===== src/rtl/game_pkg.sv =====
// Shared game-core definitions: default geometry/speeds, mapper FSM encoding,
// and the rounded fixed-point scale constants for the velocity mapper.
package game_pkg;

  localparam int MIN_VEL_DEF    = 400;
  localparam int MAX_VEL_DEF    = 600;
  localparam int PDL_HEIGHT_DEF = 96;

  typedef enum logic [1:0] {
    ST_IDLE = 2'd0,
    ST_MUL  = 2'd1,
    ST_SAT  = 2'd2
  } vrm_state_e;

  // x gain per px of hit offset, rounded to nearest in FRAC fractional bits
  function automatic int dx_const(input int min_vel, input int max_vel,
                                  input int pdl_h, input int frac);
    return (2 * (max_vel - min_vel) * (1 << frac) + pdl_h / 2) / pdl_h;
  endfunction

  function automatic int dy_const(input int max_vel, input int pdl_h, input int frac);
    return (2 * max_vel * (1 << frac) + pdl_h / 2) / pdl_h;
  endfunction

endpackage


===== src/rtl/shift_add_mul.sv =====
// Sequential LSB-first shift-add multiplier: B_W cycles after start, done
// pulses for one cycle with the full product on prod.
module shift_add_mul #(
  parameter int A_W = 11,
  parameter int B_W = 7
) (
  input  logic               clk,
  input  logic               rst,
  input  logic               start,
  input  logic [A_W-1:0]     a,
  input  logic [B_W-1:0]     b,
  output logic               done,
  output logic [A_W+B_W-1:0] prod
);

  localparam int P_W   = A_W + B_W;
  localparam int CNT_W = $clog2(B_W + 1);

  logic [P_W-1:0]   mcand_q, mcand_d;
  logic [B_W-1:0]   mplier_q, mplier_d;
  logic [P_W-1:0]   acc_q, acc_d;
  logic [CNT_W-1:0] cnt_q, cnt_d;
  logic             done_q, done_d;

  always_comb begin
    mcand_d  = mcand_q;
    mplier_d = mplier_q;
    acc_d    = acc_q;
    cnt_d    = cnt_q;
    done_d   = 1'b0;
    // a new start overrides anything still in flight
    if (start) begin
      mcand_d  = P_W'(a);
      mplier_d = b;
      acc_d    = '0;
      cnt_d    = CNT_W'(B_W);
    end else if (cnt_q != '0) begin
      acc_d    = acc_q + (mplier_q[0] ? mcand_q : '0);
      mcand_d  = mcand_q << 1;
      mplier_d = mplier_q >> 1;
      cnt_d    = cnt_q - CNT_W'(1);
      done_d   = (cnt_q == CNT_W'(1));
    end
  end

  always_ff @(posedge clk) begin
    if (rst) begin
      mcand_q  <= '0;
      mplier_q <= '0;
      acc_q    <= '0;
      cnt_q    <= '0;
      done_q   <= 1'b0;
    end else begin
      mcand_q  <= mcand_d;
      mplier_q <= mplier_d;
      acc_q    <= acc_d;
      cnt_q    <= cnt_d;
      done_q   <= done_d;
    end
  end

  assign done = done_q;
  assign prod = acc_q;

endmodule


===== src/rtl/velocity_ramp_mapper.sv =====
// Maps a paddle hit offset to new square x/y speeds and directions, with a
// rally speed ramp; products come from two shift-add multipliers run together.
module velocity_ramp_mapper
  import game_pkg::*;
#(
  parameter int MIN_VEL    = MIN_VEL_DEF,
  parameter int MAX_VEL    = MAX_VEL_DEF,
  parameter int PDL_HEIGHT = PDL_HEIGHT_DEF,
  parameter int HIT_W      = 7,
  parameter int FRAC       = 8,
  parameter int RAMP_STEP  = 20,
  parameter int RAMP_MAX   = 8,
  parameter int VEL_WIDTH  = $clog2(MAX_VEL + RAMP_STEP * RAMP_MAX + 1),
  parameter int RC_W       = $clog2(RAMP_MAX + 1)
) (
  input  logic                 clk_0,
  input  logic                 rst,
  input  logic                 paddle_hit,
  input  logic                 hit_side,
  input  logic                 hit_up,
  input  logic [HIT_W-1:0]     hit_y,
  input  logic                 sq_missed,
  input  logic                 game_over,
  input  logic                 game_startup,
  output logic [VEL_WIDTH-1:0] sq_xvel,
  output logic [VEL_WIDTH-1:0] sq_yvel,
  output logic                 sq_xdir,
  output logic                 sq_ydir,
  output logic [RC_W-1:0]      rally_cnt,
  output logic                 busy,
  output logic                 vel_valid,
  output logic                 hit_drop
);

  localparam int DX   = dx_const(MIN_VEL, MAX_VEL, PDL_HEIGHT, FRAC);
  localparam int DY   = dy_const(MAX_VEL, PDL_HEIGHT, FRAC);
  localparam int DX_W = $clog2(DX + 1);
  localparam int DY_W = $clog2(DY + 1);
  localparam int PX_W = DX_W + HIT_W;
  localparam int PY_W = DY_W + HIT_W;

  localparam logic [DX_W-1:0]      DX_V     = DX_W'(DX);
  localparam logic [DY_W-1:0]      DY_V     = DY_W'(DY);
  localparam logic [HIT_W-1:0]     HALF_H   = HIT_W'(PDL_HEIGHT / 2);
  localparam logic [RC_W-1:0]      RC_MAX   = RC_W'(RAMP_MAX);
  localparam logic [VEL_WIDTH-1:0] VEL_BASE = VEL_WIDTH'(MIN_VEL);
  localparam logic [31:0]          VMAX     = 32'((1 << VEL_WIDTH) - 1);

  vrm_state_e           state_q, state_d;
  logic [VEL_WIDTH-1:0] xvel_q, xvel_d, yvel_q, yvel_d;
  logic                 xdir_q, xdir_d, ydir_q, ydir_d;
  logic [RC_W-1:0]      rally_q, rally_d, r_q, r_d;
  logic                 side_q, side_d, up_q, up_d;
  logic                 busy_q, busy_d, vv_q, vv_d, drop_q, drop_d;

  logic                 base_evt, mul_start, mul_done, mul_done_y;
  logic [HIT_W-1:0]     hy_c;
  logic [PX_W-1:0]      px;
  logic [PY_W-1:0]      py;
  logic [31:0]          x_sum, y_sum;

  assign base_evt = sq_missed | game_over | game_startup;
  assign hy_c     = (hit_y > HALF_H) ? HALF_H : hit_y;
  assign x_sum    = 32'(MIN_VEL) + 32'(RAMP_STEP) * 32'(r_q) + 32'(px >> FRAC);
  assign y_sum    = 32'(py >> FRAC);

  shift_add_mul #(.A_W(DX_W), .B_W(HIT_W)) u_mul_x (
    .clk(clk_0), .rst(rst), .start(mul_start), .a(DX_V), .b(hy_c),
    .done(mul_done), .prod(px)
  );

  shift_add_mul #(.A_W(DY_W), .B_W(HIT_W)) u_mul_y (
    .clk(clk_0), .rst(rst), .start(mul_start), .a(DY_V), .b(hy_c),
    .done(mul_done_y), .prod(py)
  );

  always_comb begin
    state_d   = state_q;
    xvel_d    = xvel_q;
    yvel_d    = yvel_q;
    xdir_d    = xdir_q;
    ydir_d    = ydir_q;
    rally_d   = rally_q;
    r_d       = r_q;
    side_d    = side_q;
    up_d      = up_q;
    busy_d    = busy_q;
    vv_d      = 1'b0;
    drop_d    = 1'b0;
    mul_start = 1'b0;
    // a base event silently swallows a coincident hit and any in-flight result
    if (base_evt) begin
      state_d = ST_IDLE;
      busy_d  = 1'b0;
      xvel_d  = VEL_BASE;
      yvel_d  = VEL_BASE;
      rally_d = '0;
    end else begin
      if (paddle_hit && state_q != ST_IDLE) drop_d = 1'b1;
      unique case (state_q)
        ST_IDLE: if (paddle_hit) begin
          mul_start = 1'b1;
          r_d       = rally_q;
          side_d    = hit_side;
          up_d      = hit_up;
          busy_d    = 1'b1;
          state_d   = ST_MUL;
        end
        ST_MUL: if (mul_done) state_d = ST_SAT;
        ST_SAT: begin
          xvel_d  = (x_sum > VMAX) ? VMAX[VEL_WIDTH-1:0] : x_sum[VEL_WIDTH-1:0];
          yvel_d  = (y_sum > VMAX) ? VMAX[VEL_WIDTH-1:0] : y_sum[VEL_WIDTH-1:0];
          xdir_d  = ~side_q;
          ydir_d  = ~up_q;
          rally_d = (r_q >= RC_MAX) ? RC_MAX : r_q + RC_W'(1);
          vv_d    = 1'b1;
          busy_d  = 1'b0;
          state_d = ST_IDLE;
        end
        default: state_d = ST_IDLE;
      endcase
    end
  end

  always_ff @(posedge clk_0) begin
    if (rst) begin
      state_q <= ST_IDLE;
      xvel_q  <= VEL_BASE;
      yvel_q  <= VEL_BASE;
      xdir_q  <= 1'b1;
      ydir_q  <= 1'b1;
      rally_q <= '0;
      r_q     <= '0;
      side_q  <= 1'b0;
      up_q    <= 1'b0;
      busy_q  <= 1'b0;
      vv_q    <= 1'b0;
      drop_q  <= 1'b0;
    end else begin
      state_q <= state_d;
      xvel_q  <= xvel_d;
      yvel_q  <= yvel_d;
      xdir_q  <= xdir_d;
      ydir_q  <= ydir_d;
      rally_q <= rally_d;
      r_q     <= r_d;
      side_q  <= side_d;
      up_q    <= up_d;
      busy_q  <= busy_d;
      vv_q    <= vv_d;
      drop_q  <= drop_d;
    end
  end

  assign sq_xvel   = xvel_q;
  assign sq_yvel   = yvel_q;
  assign sq_xdir   = xdir_q;
  assign sq_ydir   = ydir_q;
  assign rally_cnt = rally_q;
  assign busy      = busy_q;
  assign vel_valid = vv_q;
  assign hit_drop  = drop_q;

endmodule


===== config.mk =====
export PLATFORM = sky130hd
export DESIGN_NAME = velocity_ramp_mapper
export DESIGN_NICKNAME = d
export VERILOG_FILES = /design/src/rtl/game_pkg.sv /design/src/rtl/shift_add_mul.sv /design/src/rtl/velocity_ramp_mapper.sv
export SDC_FILE = /design/constraint.sdc
export NUM_CORES = 1
export LEC_CHECK = 0
export ABC_AREA = 0
export CAP_MARGIN = 20
export CORE_MARGIN = 5
export CORE_UTILIZATION = 55
export DETAILED_ROUTE_END_ITERATION = 10
export DONT_BUFFER_PORTS = 1
export PLACE_DENSITY_LB_ADDON = 0.25
export SLEW_MARGIN = 20
export SYNTH_ARGS = -nofsm -noshare
export SYNTH_HDL_FRONTEND = slang
export SYNTH_SLANG_ARGS = --single-unit

===== constraint.sdc =====
create_clock -name clk_0 -period 8.9 [get_ports clk_0]
set_clock_uncertainty 0.15 [all_clocks]
set_input_delay 0.89 -clock clk_0 [delete_from_list [all_inputs] [get_ports clk_0]]
set_output_delay 0.89 -clock clk_0 [all_outputs]
set_load 0.01 [all_outputs]

# [Word-level counts from Yosys, hierarchy flattened]
# Cells that the tools add are included.
[op_classes] n_reduce_logical=15 magnitude_cmp=4 addsub=7 n_mux=28 multipliers=1 n_bitwise=6 n_eq_ne=5
[ops] cell="$mux W7" n=5
[ops] cell="$mux W12" n=2
[ops] cell="$gt A11 B10 Y1 const B" n=2
[ops] cell="$mux W11" n=2
[ops] cell="$mux W10" n=2
[ops] cell="$add A19 B19 Y19" n=1
[ops] cell="$mux W19" n=1
[ops] cell="$add A18 B18 Y18" n=1
[ops] cell="$mux W18" n=1
[ops] cell="$mux W3" n=4
[ops] cell="$add A10 B10 Y11" n=1
[ops] cell="$add A9 B9 Y10 const A" n=1
[ops] cell="$reduce_bool A2 Y1" n=4
[ops] cell="$gt A7 B6 Y1 const B" n=1
[ops] cell="$mul A3 B4 Y7 const A" n=1
[ops] cell="$mux W1" n=6
[ops] cell="$reduce_and A2 Y1" n=3
[ops] cell="$reduce_bool A3 Y1" n=2
[ops] cell="$sub A3 B1 Y3 const B" n=2
[ops] cell="$add A4 B1 Y4 const B" n=1
[ops] cell="$ge A4 B4 Y1 const B" n=1
[ops] cell="$mux W2" n=2
[ops] cell="$mux W4" n=1
[ops] cell="$not A1 Y1" n=4
[ops] cell="other kinds (13)" n=15
[totals] reg_bits=125 output_inout_bits=29 wordCells=89 in_bits=15

# [Logic depth before layout (Yosys ltp)]
[depth] ltp_word=5 depth_mapped=13 mapped_depth_nobuf=13

# [Modules after synthesis]
# Synthesis repeated with hierarchy kept, for this count alone.
[unflattened] hier_cells=1025 area_unflattened_um2=7754.9
[by_module_without_submodules] module="shift_add_mul at u_mul_y" seq_area_each_um2=980.9 instances=1 cells_each=419 area_each_um2=3024.2
[by_module_without_submodules] module="shift_add_mul at u_mul_x" seq_area_each_um2=940.9 instances=1 cells_each=375 area_each_um2=2778.9
[by_module_without_submodules] module="velocity_ramp_mapper" seq_area_each_um2=740.7 instances=1 cells_each=231 area_each_um2=1951.9

# [Worst setup path before layout]
# No wires, ideal clock.
[synth_timing] path_type="register -> register" from="register r_q[1]" to="register xvel_q[8] (netlist: sq_xvel[8])" setup_slack_ns=5.851 n_path_buf=0 t_required_ns=8.614 setup_time_ns=0.136 arrival_time_ns=2.763 period_less_slack_ns=3.049 path_stages_with_launch=13 path_cell_list="dfxtp_1 ha_1 ha_1 fa_1 xnor2_1 ha_1 inv_1 ha_1 a21oi_1 o21ai_0 a211o_1 a211oi_1 o21ai_0"
[synth_between] elab_chain_cells=5
[synth_lines] item="start, declared" line="velocity_ramp_mapper.sv:52" rtl="logic [RC_W-1:0] rally_q, rally_d, r_q, r_d;"
[synth_lines] item="start signal, assigned" line="velocity_ramp_mapper.sv:146" rtl="r_q <= r_d;"
[synth_lines] item="$mul A3 B4 Y7 (*)" line="velocity_ramp_mapper.sv:64" rtl="assign x_sum = 32'(MIN_VEL) + 32'(RAMP_STEP) * 32'(r_q) + 32'(px >> FRAC);"
[synth_lines] item="$add A9 B9 Y10 (*)" line="velocity_ramp_mapper.sv:64"
[synth_lines] item="$add A10 B10 Y11 (*)" line="velocity_ramp_mapper.sv:64"
[synth_lines] item="$gt A11 B10 Y1" line="velocity_ramp_mapper.sv:111" rtl="xvel_d = (x_sum > VMAX) ? VMAX[VEL_WIDTH-1:0] : x_sum[VEL_WIDTH-1:0];"
[synth_lines] item="$mux W10 (*)" line="velocity_ramp_mapper.sv:111"
[synth_lines] item="end signal, assigned" line="velocity_ramp_mapper.sv:141" rtl="xvel_q <= xvel_d;"
[synth_lines] item="end, declared" line="velocity_ramp_mapper.sv:50" rtl="logic [VEL_WIDTH-1:0] xvel_q, xvel_d, yvel_q, yvel_d;"
# Every way passes the cells marked *; elsewhere a longest branch is shown, timed or not.
# A chain may end at the register's enable or synchronous reset.

# [Worst setup path after layout]
[layout_timing] from="register r_q[3]" to="register xvel_q[8] (netlist: sq_xvel[8])"
# Same word-level chain as after synthesis.

==> run summary <==
Status: finished, final reports clean
Syn Inst Count: 772
Mapped Nets: 844
Layout Nets: 829
Seq cells post-synth: 118
Crit path max fanout: 8
Post-route antenna net violation count: 0
Initial Util: 56.7%
Mean area per synthesized cell: 8.07 um2
WL final: 13.3 mm
H-tree Lvls: 4
HPWL after DPL: 9.25 mm
Required time worst endpoint: 9.00 ns
EDFF count, synth: 0
Clock Latency Late Sink: 0.41 ns
CTS tree: yes
Initial antenna violation count: 0
Reg clk slew, reported paths: 0.05 ns
Cell count after placement: 878
Non-Filler Instances: 910
TritonRoute pass-1 iters: 5
Global-route wire length before repair: 22.2 mm
Ys Warns: 0
Max incr delay on CP: 0.47 ns
CTS Hold Bufs: 0
Max-slew violations: 0
Clock sink total: 118
GPL Wtd Cong: 0.875
Largest net degree at the start of global routing: 55
Die Wd: 116 um
Die area: 13600 um2
Post-Place Cell Area: 6260 um2
Top Ports: 44
Arrival time worst endpoint: 3.49 ns
CTS Root Cell: clkbuf_16
Post-Syn Area: 6230 um2
Worst-margin pin slew: 0.888 ns
Synth top area cells: dfxtp_1, ha_1, nand2_1, a21oi_1, nor2_1
Setup repair bufs after CTS: 0
Main flop type after synthesis: dfxtp_1
Yosys top cell area share: 37.9%
Cell area power density: 218 nW/um2
Post-layout instance area: 6810 um2
Final period demand of the worst path: 3.38 ns
Vias in the first global route: 4857
Share of cells above drive strength 1: 6.75%
N_diodes: 0
Wire per inst: 14.6 um
Worst-path cell chain: ha_1 -> ha_1 -> fa_1 -> xnor2_1 -> ha_1 -> inv_1 -> ha_1 -> a21oi_1 -> o21ai_0 -> a211o_1 -> a211oi_1 -> o21ai_0
Via count: 5216
Sequential area share after synthesis: 37.9%
Peak supply drop: 0.183 mV
# rows: 38
Maxcap violations: 0
CP most frequent cell: ha_1
Post-synth top area cell: dfxtp_1
Setup TNS: 0 ns
Leakage: 0.00280 uW
Drt via density: 5.73
RSZ-0062 raised after global routing: no
Worst path slowest cell: dfxtp_1
CTS Buf Count: 17
Gr usage total: 20.3%
PostCTS Resize Cnt: 0
# setup viols final: 0
Core region area: 11000 um2
Hold Crit Class: reg -> reg
# DRC: 0
GRT overflow: 0
Area grow syn2layout: 9.34%
Startpoint Class: flop
Fmax: 296 MHz
CTS max path bufs: 2
Post-synth cell types: 54
Crit share post-route: 38.0%
Endpoints failing hold: 0
Setup Crit Path Kind: reg -> reg
Asr flop ratio synth: 0%
Buffers on Ports: 0
CP Capture Type: flop
Slew margin rel.: 40.6%
Vert. Die Dim: 116 um
Initial drt markers: 470
[synth_stat cells (all sizes together) (3+ instances only)]
cell type and count:
nand2 138, a211oi 9, o21a 4, buf 10, dfxtp 118, a21o 12
nand3 10, nor3 33, nor2b 4, or3 5, o21bai 5, mux2i 10
a311oi 3, o21ai 34, nand2b 8, fa 4, a211o 3, clkbuf 30
inv 28, a21oi 93, ha 53, or4 6, xnor2 14, and2 27
nand4 6, xor2 7, and3 7, nor2 58, a31oi 16
[worst paths after layout]
path                                          start  slack [ns]                       to  cells after the start
worst max-delay path            r_q[3]$_SDFFE_PP0P_        5.52  sq_xvel[8]$_SDFFE_PP1P_                     12
worst min-delay path              up_q$_SDFFE_PP0P_        0.30        up_q$_SDFFE_PP0P_                      2
worst max register to register  r_q[3]$_SDFFE_PP0P_        5.52  sq_xvel[8]$_SDFFE_PP1P_                     12
worst min register to register    up_q$_SDFFE_PP0P_        0.30        up_q$_SDFFE_PP0P_                      2
[sequential cells by signal, summed over array words and instances (netlist names), 2 cells and up]
name	cells
r_q	4
u_mul_y.mcand_q	12
u_mul_x.mplier_q	7
state_q	2
u_mul_y.prod	12
sq_xvel	10
u_mul_y.mplier_q	7
u_mul_y.cnt_q	3
u_mul_x.cnt_q	3
rally_cnt	4
u_mul_x.mcand_q	18
sq_yvel	10
u_mul_x.prod	18
[area by class of cell]
cell class | instances | area [um2]
clock inverters | 14 | 104
flip-flops and latches | 118 | 2360
well taps | 140 | 175
clock buffers | 18 | 439
inverters | 28 | 105
repair buffers | 6 | 45.0
multi-input cells | 586 | 3580
fillers | 956 | 4170
[per-stage QoR]
stage / util, % / hold WS, ns / worst slack (ns) / total power, uW
after floorplan: - / 0.274 / 5.85 / 820
after global placement: 57.0 / 0.286 / 5.64 / 862
after detailed placement: 57.0 / 0.294 / 5.55 / 872
after CTS: 62.0 / 0.302 / 5.52 / 1490
after global routing: 62.0 / 0.330 / 5.28 / 1570
final: 62.0 / 0.300 / 5.52 / 1480
[routing by layer]
layer	vias to the layer above	track usage (%)	share of wire (%)
met5	-	0	0
met2	124	33.4	47
met4	0	6.96	1.0
li1	2643	-	-
met1	2429	25.6	47
met3	20	5.54	5.4
[kinds of logic (layout without fill, tap and decap cells)]
logic type,count (synthesis),count (layout),share of synthesized area (%)
xor+xnor,21,21,2.95
mux,10,10,1.61
compound gates,189,189,17.8
buf+inv,68,66,4.80
fa+ha+maj,57,57,11.9
flops,118,118,37.9
simple gates,309,309,23.0
[cell usage in the layout, fill, tap and decap left out, types with 6 or more instances in the layout]
| cell | count |
|---|---|
| nand2_1 | 138 |
| dfxtp_1 | 118 |
| a21oi_1 | 92 |
| nor2_1 | 58 |
| ha_1 | 53 |
| nor3_1 | 32 |
| o21ai_0 | 31 |
| inv_1 | 28 |
| and2_1 | 27 |
| clkbuf_16 | 17 |
| a31oi_1 | 16 |
| xnor2_1 | 14 |
| a21o_1 | 12 |
| nand3_1 | 10 |
| mux2i_1 | 10 |
| a211oi_1 | 8 |
| nand2b_1 | 7 |
| xor2_1 | 7 |
| and3_1 | 6 |
| clkinvlp_4 | 6 |
| buf_4 | 6 |
[critical path, delay by kind of cell, from the launching register on]
kind,cells,cell delay [ns]
buffers and inverters,1,0.04
XOR/XNOR,1,0.14
AO/OA/AOI/OAI,5,0.90
adder cells (fa/ha/maj),5,1.53
flip-flops,1,0.47
[power by group]
part	switching [uW]	total, uW	internal (uW)
clock	255	619	364
combinational	206	290	83.6
sequential	20.9	576	555
total	483	1480	1000
No activity file was read; power rests on OpenSTA's default activity.
